### config.mk
export PLATFORM = sky130hd
export DESIGN_NAME = if_fetch_ctrl
export DESIGN_NICKNAME = d
export VERILOG_FILES = /design/src/rtl/if_fetch_pkg.sv /design/src/rtl/if_id_reg.sv /design/src/rtl/if_fetch_ctrl.sv
export SDC_FILE = /design/constraint.sdc
export NUM_CORES = 1
export LEC_CHECK = 0
export CAP_MARGIN = 20
export CORE_ASPECT_RATIO = 0.6
export CORE_MARGIN = 2
export CORE_UTILIZATION = 45
export CTS_CLUSTER_SIZE = 20
export DETAILED_ROUTE_END_ITERATION = 10
export PLACE_DENSITY = 0.71
export SYNTH_ARGS = -nofsm -noshare
export SYNTH_HDL_FRONTEND = slang
export SYNTH_SLANG_ARGS = --single-unit
### constraint.sdc
create_clock -name clk -period 3.1 [get_ports clk]
set_input_delay 0.31 -clock clk [delete_from_list [all_inputs] [get_ports clk]]
set_output_delay 0.31 -clock clk [all_outputs]
set_load 0.05 [all_outputs]
### src/rtl/if_fetch_pkg.sv
// Shared types and constants for the instruction fetch unit.
// Holds the fetch FSM states, datapath widths and the reset PC.
package if_fetch_pkg;

    localparam int INSTR_W = 32;
    localparam int ADDR_W  = 32;

    localparam logic [ADDR_W-1:0] DEF_RESET_PC = 32'h0000_0000;

    typedef enum logic [1:0] {
        IDLE,
        REQ,
        HOLD,
        DISCARD
    } state_t;

    function automatic logic [ADDR_W-1:0] pc_inc(input logic [ADDR_W-1:0] pc);
        return pc + ADDR_W'(4);
    endfunction

endpackage

### src/rtl/if_id_reg.sv
// IF/ID pipeline register plus a one-entry buffer for a word
// that arrives while the pipeline is frozen.
module if_id_reg
    import if_fetch_pkg::*;
(
    input  logic               clk,
    input  logic               rst,
    input  logic               load,
    input  logic               clear,
    input  logic               buf_wr,
    input  logic               buf_pop,
    input  logic [ADDR_W-1:0]  pc_in,
    input  logic [INSTR_W-1:0] instr_in,
    output logic               valid,
    output logic [ADDR_W-1:0]  pc,
    output logic [INSTR_W-1:0] instr
);

    logic [ADDR_W-1:0]  buf_pc;
    logic [INSTR_W-1:0] buf_instr;

    always_ff @(posedge clk or negedge rst) begin
        if (!rst) begin
            valid     <= 1'b0;
            pc        <= '0;
            instr     <= '0;
            buf_pc    <= '0;
            buf_instr <= '0;
        end else begin
            if (buf_wr) begin
                buf_pc    <= pc_in;
                buf_instr <= instr_in;
            end
            // clear wins so a redirect never lets a stale word through
            if (clear) begin
                valid <= 1'b0;
            end else if (load) begin
                valid <= 1'b1;
                pc    <= pc_in;
                instr <= instr_in;
            end else if (buf_pop) begin
                valid <= 1'b1;
                pc    <= buf_pc;
                instr <= buf_instr;
            end
        end
    end

endmodule

### src/rtl/if_fetch_ctrl.sv
// Fetch controller: owns the PC, runs the imem req/ack handshake
// and resolves branches and freezes against in-flight fetches.
module if_fetch_ctrl
    import if_fetch_pkg::*;
#(
    parameter logic [ADDR_W-1:0] RESET_PC = DEF_RESET_PC
) (
    input  logic               clk,
    input  logic               rst,
    input  logic               freeze,
    input  logic               branch_taken,
    input  logic [ADDR_W-1:0]  branch_addr,
    output logic               imem_req,
    output logic [ADDR_W-1:0]  imem_addr,
    input  logic               imem_ack,
    input  logic [INSTR_W-1:0] imem_rdata,
    output logic               if_valid,
    output logic [ADDR_W-1:0]  if_pc,
    output logic [INSTR_W-1:0] if_instr
);

    state_t             state_q, state_d;
    logic [ADDR_W-1:0]  pc_q, pc_d;
    logic [ADDR_W-1:0]  disc_q, disc_d;
    logic [ADDR_W-1:0]  tgt;
    logic [ADDR_W-1:0]  pc_next;
    logic               load, clear, buf_wr, buf_pop;

    assign tgt     = branch_addr & 32'hFFFF_FFFC;
    assign pc_next = pc_inc(pc_q);

    always_ff @(posedge clk or negedge rst) begin
        if (!rst) begin
            state_q <= IDLE;
            pc_q    <= RESET_PC;
            disc_q  <= RESET_PC;
        end else begin
            state_q <= state_d;
            pc_q    <= pc_d;
            disc_q  <= disc_d;
        end
    end

    always_comb begin
        state_d = state_q;
        pc_d    = pc_q;
        disc_d  = disc_q;
        load    = 1'b0;
        clear   = 1'b0;
        buf_wr  = 1'b0;
        buf_pop = 1'b0;
        unique case (state_q)
            IDLE: begin
                state_d = REQ;
                if (branch_taken) begin
                    pc_d  = tgt;
                    clear = 1'b1;
                end
            end
            REQ: begin
                if (imem_ack) begin
                    if (branch_taken) begin
                        pc_d  = tgt;
                        clear = 1'b1;
                    end else if (freeze) begin
                        buf_wr  = 1'b1;
                        pc_d    = pc_next;
                        state_d = HOLD;
                    end else begin
                        load = 1'b1;
                        pc_d = pc_next;
                    end
                end else if (branch_taken) begin
                    // request cannot be withdrawn; remember its address
                    disc_d  = pc_q;
                    pc_d    = tgt;
                    clear   = 1'b1;
                    state_d = DISCARD;
                end else if (!freeze) begin
                    clear = 1'b1;
                end
            end
            HOLD: begin
                if (branch_taken) begin
                    pc_d    = tgt;
                    clear   = 1'b1;
                    state_d = REQ;
                end else if (!freeze) begin
                    buf_pop = 1'b1;
                    state_d = REQ;
                end
            end
            DISCARD: begin
                clear = 1'b1;
                if (branch_taken) begin
                    pc_d = tgt;
                end
                if (imem_ack) begin
                    state_d = REQ;
                end
            end
        endcase
    end

    assign imem_req  = (state_q == REQ) || (state_q == DISCARD);
    assign imem_addr = (state_q == DISCARD) ? disc_q : pc_q;

    if_id_reg u_if_id_reg (
        .clk      (clk),
        .rst      (rst),
        .load     (load),
        .clear    (clear),
        .buf_wr   (buf_wr),
        .buf_pop  (buf_pop),
        .pc_in    (pc_next),
        .instr_in (imem_rdata),
        .valid    (if_valid),
        .pc       (if_pc),
        .instr    (if_instr)
    );

endmodule
# Word level (Yosys, flattened, before mapping)
# Index checks and enable logic that the tools add are counted.
dict set report word_totals {
  regBits 195
  inputBits 69
  out_inout_bits 98
  wordCells 61
}
dict set report classes {
  add_sub_neg 1
  eq_ne 8
  n_mux 33
  bitwise 2
  n_reduce_logical 9
}
# operator count
set op_table {}
lappend op_table {{32-bit 2-to-1 mux} 8}
lappend op_table {{32-bit case mux with 2 select lines} 1}
lappend op_table {{32-bit by 3-bit adder with 32-bit output (second input constant)} 1}
lappend op_table {{1-bit 2-to-1 mux} 15}
lappend op_table {{2-bit 2-to-1 mux} 7}
lappend op_table {{3-bit != test (second input constant)} 4}
lappend op_table {{2-bit case mux with 4 select lines} 1}
lappend op_table {{5-bit AND reduction} 1}
lappend op_table {{2-bit == test (second input constant)} 2}
lappend op_table {{1-bit case mux with 3 select lines} 1}
lappend op_table {{3-bit AND reduction} 1}
lappend op_table {{3-bit nonzero test} 1}
lappend op_table {{3-bit OR reduction} 1}
lappend op_table {{2-bit by 1-bit == test with 1-bit output (second input constant)} 1}
lappend op_table {{2-bit logical NOT} 1}
lappend op_table {{2-bit != test (second input constant)} 1}
lappend op_table {{1-bit inverter} 2}
lappend op_table {{2-bit AND reduction} 1}
lappend op_table {{2-bit nonzero test} 1}
lappend op_table {{2-bit OR reduction} 1}
lappend op_table {{1-bit logical OR} 1}

# Depth between registers and ports, before layout
# Gate-level depths: netlist of run 1.
dict set report logic_depth {
  depth_word 6
  depth_mapped 8
  ltp_nobuf 6
}

# By module
# Synthesis of run 1 repeated with hierarchy kept, for this count alone.
dict set report unflattened {
  hier_cells 849
  hier_area_um2 9636.7
}
# mod n_inst cells_per_inst area_each_um2 seq_area_each_um2
set by_module_without_submodules {}
lappend by_module_without_submodules {if_id_reg 1 432 5571.6 3228.1}
lappend by_module_without_submodules {if_fetch_ctrl 1 417 4065.1 1651.6}

# Worst setup path before layout of run 1
# Ideal clock, no wire load.
dict set report synth_timing {
  kind {reg2reg}
  from {reg pc_q[10]}
  to {reg u_if_id_reg.buf_pc[31]}
  setup_ps 131
  arrival_ps 1840
  required_ps 2969
  slack_ps 1129
  stages_incl_launch_ff 9
  n_path_buf 3
  period_less_slack_ps 1971
  cell_sequence {dfrtp_1 > buf_2 > nand4_2 > or4_4 > buf_6 > buf_8 > nor3_4 > xnor2_1 > o21ai_1}
}
dict set report synth_between {
  elab_chain_cells 1
}
# element line
set synth_lines {}
lappend synth_lines {{from (decl)} if_fetch_ctrl.sv:23} ;# logic [ADDR_W-1:0] pc_q, pc_d;
lappend synth_lines {{from (signal assigned)} if_fetch_ctrl.sv:39} ;# pc_q <= pc_d;
lappend synth_lines {{32-bit by 3-bit adder with 32-bit output} if_fetch_pkg.sv:18} ;# return pc + ADDR_W'(4);
lappend synth_lines {{to (signal assigned)} if_id_reg.sv:31} ;# buf_pc <= pc_in;
lappend synth_lines {{to (decl)} if_id_reg.sv:19} ;# logic [ADDR_W-1:0] buf_pc;
# No other way between the ends.
# A chain may end at the register's enable or synchronous reset.

# Worst setup path after layout of run 1
dict set report layout_timing {
  from {reg state_q[0]}
  to {out imem_addr[3]}
}
dict set report layout_between {
  elab_chain_cells 2
}
# element line
set layout_lines {}
lappend layout_lines {{from (decl)} if_fetch_ctrl.sv:22} ;# state_t state_q, state_d;
lappend layout_lines {{from (signal assigned)} if_fetch_ctrl.sv:38} ;# state_q <= state_d;
lappend layout_lines {{2-bit == test} if_fetch_ctrl.sv:106} ;# assign imem_addr = (state_q == DISCARD) ? disc_q : pc_q;
lappend layout_lines {{32-bit 2-to-1 mux} if_fetch_ctrl.sv:106}
lappend layout_lines {{to (decl)} if_fetch_ctrl.sv:14} ;# output logic [ADDR_W-1:0] imem_addr,
# No other way between the ends.

==> impl_metrics.toml, run 1 <==
[worst_setup_path]
r2r_start = "pc_q[9]$_DFF_PN0_"
cp_slowest_stage_delay_ns = 0.53
ff2ff_path_depth = 5
crit_fanout = 32
cp_top_family = "buffers and inverters"
crit_top_cell = "buf_4"
crit_required_ns = 2.79
path_buf_inv = 2
crit_path_end_kind = "output pin"
regToRegSetupSlack_ns = 0.76
path_cells = "nand2_1 -> buf_4 -> mux2_2 -> buf_4"
crit_path_start_kind = "flip-flop"
critical-path-slowest-cell = "dfrtp_1"
critical_path.reg2reg.endpoint = "u_if_id_reg.buf_pc[27]$_DFFE_PN0P_"
path_class = "reg -> out"
worstPathArrival_ns = 2.15

[floorplan]
ios = 167
coreArea_um2 = 20120
row_count = 40
fp.dieH_um = 115.3
die_w_um = 189.4
start_util_pct = 46.14
die-area_um2 = 21830

[sta]
skew_ns = 0.008295
final-hold-violation-count = 0
fmax_mhz = 405.8
slew_headroom_pct = 37.95
grt_setup_unrepaired = "false"
worst_pin_slew_ns = 0.9236
setup_viol = 0
final.setup.tns_ns = 0
finalCriticalPeriod_ns = 2.464
slew_viol_final = 0
period_share_pct = 79.50

[power]
leakage_nw = 4.811
p_int_mw = 5.787
power_density_nw_per_um2 = 811.4
netSwitchingFraction_pct = 38.75
pwr-share-seq_pct = 39.2
power_frac_clock_pct = 23.0
comb_power_share_pct = 37.8
ir_drop_mv = 0.4382
netSwitchingPower_mw = 3.661

[synthesis]
syn_area_per_cell_um2 = 10.24
synthArstFlopShare_pct = 100.0
synth_top_area_share_pct = 52.56
ys_seq_area_share_pct = 52.56
synth_top_cell_by_area = "dfrtp_1"
synth_seq_cells = 195
synth_cell_types = 48
yosysWarnings = 0
synth_nets = 977
synth_ff_type = "dfrtp_1"
synthCells = 907
netlist_area_um2 = 9284
synth_edf_count = 0
yosys-top-cells-area = "dfrtp_1 (53%), mux2_2 (12%), nand2_1 (6.1%), xnor2_1 (4.0%), o21ai_0 (3.4%)"

[route]
drcViolationCount = 0
wire_per_inst_um = 17.36
finalWirelength_um = 22850
vias = 7024
ant_nets = 0
first_pass_iters = 4
drt-initial-drc-count = 433
viasPerCell = 5.337

[placed_design]
placed_cell_area_um2 = 11070
globalplace.congestion = 0.8140
place_hpwl_um = 15560
port_buffers = 164

[min_path]
worstHoldPathType = "in -> reg"
hp-start = "branch_taken"
min_to = "u_if_id_reg.valid$_DFFE_PN0P_"
hold_depth = 2

[final_layout]
layout.nets = 1100
syn_to_final_growth_pct = 25.42
antenna_cells = 0
stdcell_area_um2 = 11640
final_common_cell = "dfrtp_1"
layout_common_cells = "dfrtp_1 (195), nand2_1 (151), clkdlybuf4s50_1 (130)"
layout-drive-gt1-share_pct = 19.94

[clocking]
clk_pin_slew_ns = 0.07
post_cts_buffers = 0
clock_path_buffers = 2
cts-root-buf = "clkbuf_16"
cts_tree = "done"
htree_levels = 4
clock-sinks = 195
numCtsBuffers = 17
clock_latency_ns = 0.43

[grt]
track_usage_pct = 21.66
gr-total-overflow = 0
grt_start_max_net_pins = 89
antenna_found_initial = 0
grt_first_pass_wirelength_um = 36590
grt_pass1_vias = 6797

[flow_run]
maxCapViolations = 0

[outcome]
outcome = "finished clean"
-- Yosys cell counts (2+ instances only) --
cell / number
buf_1: 5
a21o_1: 5
o21ai_0: 63
mux2i_1: 3
inv_1: 3
nor2b_1: 4
nor3_1: 26
and4_1: 3
xnor2_1: 42
a211oi_2: 5
clkbuf_1: 61
xor2_1: 14
or3_1: 2
buf_6: 2
o22ai_1: 7
a31oi_1: 35
nor3_2: 7
nor2_1: 71
nand2_1: 152
nand4_1: 13
buf_2: 12
o21ai_1: 8
a211oi_1: 9
dfrtp_1: 195
nor4_1: 5
a21oi_1: 15
and2_1: 3
nand3_1: 11
nor3b_1: 3
and3_1: 4
a22o_1: 2
or4_4: 3
mux2_2: 99
-- logic make-up (layout without fill, tap and decap cells) --
| kind of cell | count (synthesis) | after routing | share of synthesized area (%) |
|---|---|---|---|
| buffers and inverters | 84 | 220 | 3.841 |
| and+or+nand+nor | 318 | 318 | 16.17 |
| xor gates and xnor gates | 56 | 56 | 5.283 |
| DFF | 195 | 195 | 52.56 |
| adders and majority gates | 1 | 1 | 0.1347 |
| AOI/OAI and AO/OA | 151 | 151 | 9.677 |
| muxes | 102 | 102 | 12.33 |
-- power groups by stage --
stage	Clock, mW	Combinational [mW]	Sequential, mW
6_report	2.17	3.57	3.70
4_1_cts	2.22	3.61	3.70
3_3_place_gp	0	3.56	3.71
5_1_grt	2.33	3.80	3.80
2_1_floorplan	0	1.42	4.67
3_5_place_dp	0	3.60	3.75
-- metrics by stage --
step / util, % / instances / worst slack [ns] / total power [mW] / hold WS [ns]
global placement: 55.02 / 1283 / 0.6718 / 7.272 / 0.3498
finish: 57.87 / 1316 / 0.6356 / 9.448 / 0.3367
floorplan: - / 907 / 1.129 / 6.087 / 0.01441
detailed placement: 55.02 / 1283 / 0.6319 / 7.348 / 0.3508
global route: 57.87 / 1316 / 0.5262 / 9.923 / 0.3475
CTS: 57.87 / 1316 / 0.6289 / 9.529 / 0.3160
-- metal layers --
layer	share of wire (%)	up-vias	track usage [%]	wire, µm
met2	42	210	31.40	9680
met5	0	-	0	0
met4	0.86	0	5.271	197
met1	50	3437	32.75	11490
li1	-	3362	-	-
met3	6.5	15	5.067	1480
-- cell type report --
type | instances | area [µm²]
fill | 1748 | 8476
sequential | 195 | 4880
multi-input combinational | 628 | 4078
timing repair buffer | 185 | 1770
clock buffer | 23 | 457.9
tap | 273 | 341.6
clock inverter | 9 | 105.1
inverter | 3 | 11.26
-- state kept, by name (all words and copies together), names as in the netlist --
| name | cells |
|---|---|
| u_if_id_reg.buf_instr | 32 |
| pc_q | 32 |
| u_if_id_reg.valid | 1 |
| state_q | 2 |
| disc_q | 32 |
| u_if_id_reg.buf_pc | 32 |
| u_if_id_reg.instr | 32 |
| u_if_id_reg.pc | 32 |
-- worst max path at each step --
stage | start | endpoint | slack [ns] | cells after the start
after floorplan | pc_q[10]$_DFF_PN0_ | u_if_id_reg.buf_pc[31]$_DFFE_PN0P_ | 1.13 | 8
after global placement | imem_ack | pc_q[19]$_DFF_PN0_ | 0.67 | 8
after detailed placement | imem_ack | pc_q[19]$_DFF_PN0_ | 0.63 | 8
after CTS | state_q[0]$_DFFE_PN0P_ | imem_addr[3] | 0.63 | 4
after global routing | state_q[0]$_DFFE_PN0P_ | imem_addr[3] | 0.53 | 4
final | state_q[0]$_DFFE_PN0P_ | imem_addr[3] | 0.64 | 4
-- what timing repair did --
action | in CTS | in global routing
resized for setup | 0 | 0
hold endpoints to repair | 66 | 0
hold buffers | 1 | 0
Note: power is estimated with default switching activity, not from simulation.
==> run 2, diff against run 1 <==
==> constraint.sdc (replaced) <==
create_clock -name clk -period 2.5 [get_ports clk]
set_input_delay 0.25 -clock clk [delete_from_list [all_inputs] [get_ports clk]]
set_output_delay 0.25 -clock clk [all_outputs]
set_load 0.05 [all_outputs]
==> impl_metrics.toml, run 2 (synthesis gave the netlist of run 1 again) <==
[floorplan]
die_w_um = 189.4
fp.dieH_um = 115.3
ios = 167
start_util_pct = 46.14
row_count = 40
die-area_um2 = 21830
coreArea_um2 = 20120

[route]
drt-initial-drc-count = 552
viasPerCell = 5.321
finalWirelength_um = 23030
vias = 7056
ant_nets = 0
first_pass_iters = 5
wire_per_inst_um = 17.37
drcViolationCount = 0

[placed_design]
port_buffers = 164
place_hpwl_um = 15860
globalplace.congestion = 0.8360
placed_cell_area_um2 = 11250

[sta]
fmax_mhz = 446.0
setup_viol = 0
final-hold-violation-count = 0
skew_ns = 0.01122
timing.hold.ws_ns = 0.2478
slew_headroom_pct = 54.74
worst_pin_slew_ns = 0.6727
grt_setup_unrepaired = "false"
slew_viol_final = 0
final.setup.tns_ns = 0
finalCriticalPeriod_ns = 2.242
period_share_pct = 89.68

[min_path]
hold_depth = 2
min_to = "u_if_id_reg.valid$_DFFE_PN0P_"
worstHoldPathType = "in -> reg"
hp-start = "branch_taken"

[final_layout]
fillers = 1743
layout_common_cells = "dfrtp_1 (195), nand2_1 (151), clkdlybuf4s50_1 (130)"
layout.nets = 1112
syn_to_final_growth_pct = 27.13
seq_area_um2 = 4880
final_common_cell = "dfrtp_1"
stdcell_area_um2 = 11800
antenna_cells = 0
layout-drive-gt1-share_pct = 20.99
multiInputGateArea_um2 = 4078

[worst_setup_path]
path_class = "reg -> reg"
cp_top_family = "simple AND/OR/NAND/NOR gates"
worstPathArrival_ns = 2.55
regToRegSetupSlack_ns = 0.26
ff2ff_path_depth = 5
crit_path_end_kind = "flip-flop"
path_cells = "nand4_2 -> or4_4 -> nor3_1 -> xnor2_1 -> o21ai_0"
crit_fanout = 14
crit_path_start_kind = "flip-flop"
r2r_start = "pc_q[10]$_DFF_PN0_"
critical_path.reg2reg.endpoint = "u_if_id_reg.buf_pc[27]$_DFFE_PN0P_"
critical-path-slowest-cell = "or4_4"
path_buf_inv = 0
cp_slowest_stage_delay_ns = 0.71
crit_required_ns = 2.81

[clocking]
cts_tree = "done"
htree_levels = 4
clock_path_buffers = 2
numCtsBuffers = 17
clock_latency_ns = 0.43
post_cts_buffers = 0
clock-sinks = 195
cts-root-buf = "clkbuf_16"
clk_pin_slew_ns = 0.07

[grt]
use_met3_pct = 4.640
busiest_layer = "met1"
grt_start_max_net_pins = 60
track_usage_pct = 22.00
antenna_found_initial = 0
grt_pass1_vias = 6703
gr-total-overflow = 0
grt_util_met1_pct = 34.50
grt_use_met2_pct = 31.28
grt_first_pass_wirelength_um = 37180

[power]
ir_drop_mv = 0.5855
power_density_nw_per_um2 = 987.4
leakage_nw = 4.889

[flow_run]
maxCapViolations = 0

[outcome]
outcome = "finished clean"
run 2: final cells by class:
class | count | area share (%)
inverter | 3 | 0.09541
clock buffer | 21 | 3.901
timing repair buffer | 197 | 16.51
clock inverter | 9 | 0.7103
tap | 273 | 2.894
multi-input combinational | 628 | 34.55
sequential | 195 | 41.34
run 2: worst reg2reg max path, cell delays in order (launching register included):
cell and delay (ns):
dfrtp_1 0.54, nand4_2 0.24, or4_4 0.71, nor3_1 0.31, xnor2_1 0.20, o21ai_0 0.11
run 2: routing by layer:
| layer | vias up | share of wire [%] |
|---|---|---|
| met3 | 9 | 6.2 |
| met1 | 3446 | 51 |
| li1 | 3391 | - |
| met5 | - | 0 |
| met4 | 0 | 0.48 |
| met2 | 210 | 42 |
run 2: how the worst max path moves through the flow:
stage | slack [ns] | end | startpoint | cells after the start
finish | 0.26 | u_if_id_reg.buf_pc[27]$_DFFE_PN0P_ | pc_q[10]$_DFF_PN0_ | 5
global route | 0.06 | u_if_id_reg.buf_pc[27]$_DFFE_PN0P_ | pc_q[10]$_DFF_PN0_ | 5
CTS | 0.24 | u_if_id_reg.buf_pc[27]$_DFFE_PN0P_ | pc_q[10]$_DFF_PN0_ | 5
detailed placement | 0.24 | u_if_id_reg.pc[8]$_DFFE_PN0P_ | imem_ack | 7
global placement | 0.25 | u_if_id_reg.pc[27]$_DFFE_PN0P_ | imem_ack | 7
floorplan | 0.53 | u_if_id_reg.buf_pc[31]$_DFFE_PN0P_ | pc_q[10]$_DFF_PN0_ | 8
run 2: power by group:
| part | total (mW) | switching [mW] | internal, mW | leakage [nW] |
|---|---|---|---|---|
| Sequential | 4.57 | 0.556 | 4.02 | 2.36 |
| Combinational | 4.50 | 2.81 | 1.69 | 2.26 |
| Clock | 2.58 | 1.17 | 1.41 | 0.269 |
run 2: stage by stage:
stage	cells	worst slack, ns	total power [mW]	util, %
5_1_grt	1326	0.06277	12.25	58.66
6_report	1326	0.2581	11.65	58.66
3_5_place_dp	1295	0.2396	9.144	55.91
4_1_cts	1326	0.2417	11.75	58.66
2_1_floorplan	907	0.5295	7.548	-
3_3_place_gp	1295	0.2549	9.058	55.91
run 2: what timing repair did:
item | in CTS | in global routing
hold buffers | 1 | 0
resized for setup | 0 | 0
endpoints found under the hold margin | 54 | 0
==> run 3, diff against run 2 <==
--- a/config.mk
+++ b/config.mk
@@ -12,6 +12,7 @@
 export CTS_CLUSTER_SIZE = 20
 export DETAILED_ROUTE_END_ITERATION = 10
 export PLACE_DENSITY = 0.71
+export SLEW_MARGIN = 20
 export SYNTH_ARGS = -nofsm -noshare
 export SYNTH_HDL_FRONTEND = slang
 export SYNTH_SLANG_ARGS = --single-unit
==> results of run 3 <==
Same layout as run 2: the final DEF is identical, and so are final timing and power.
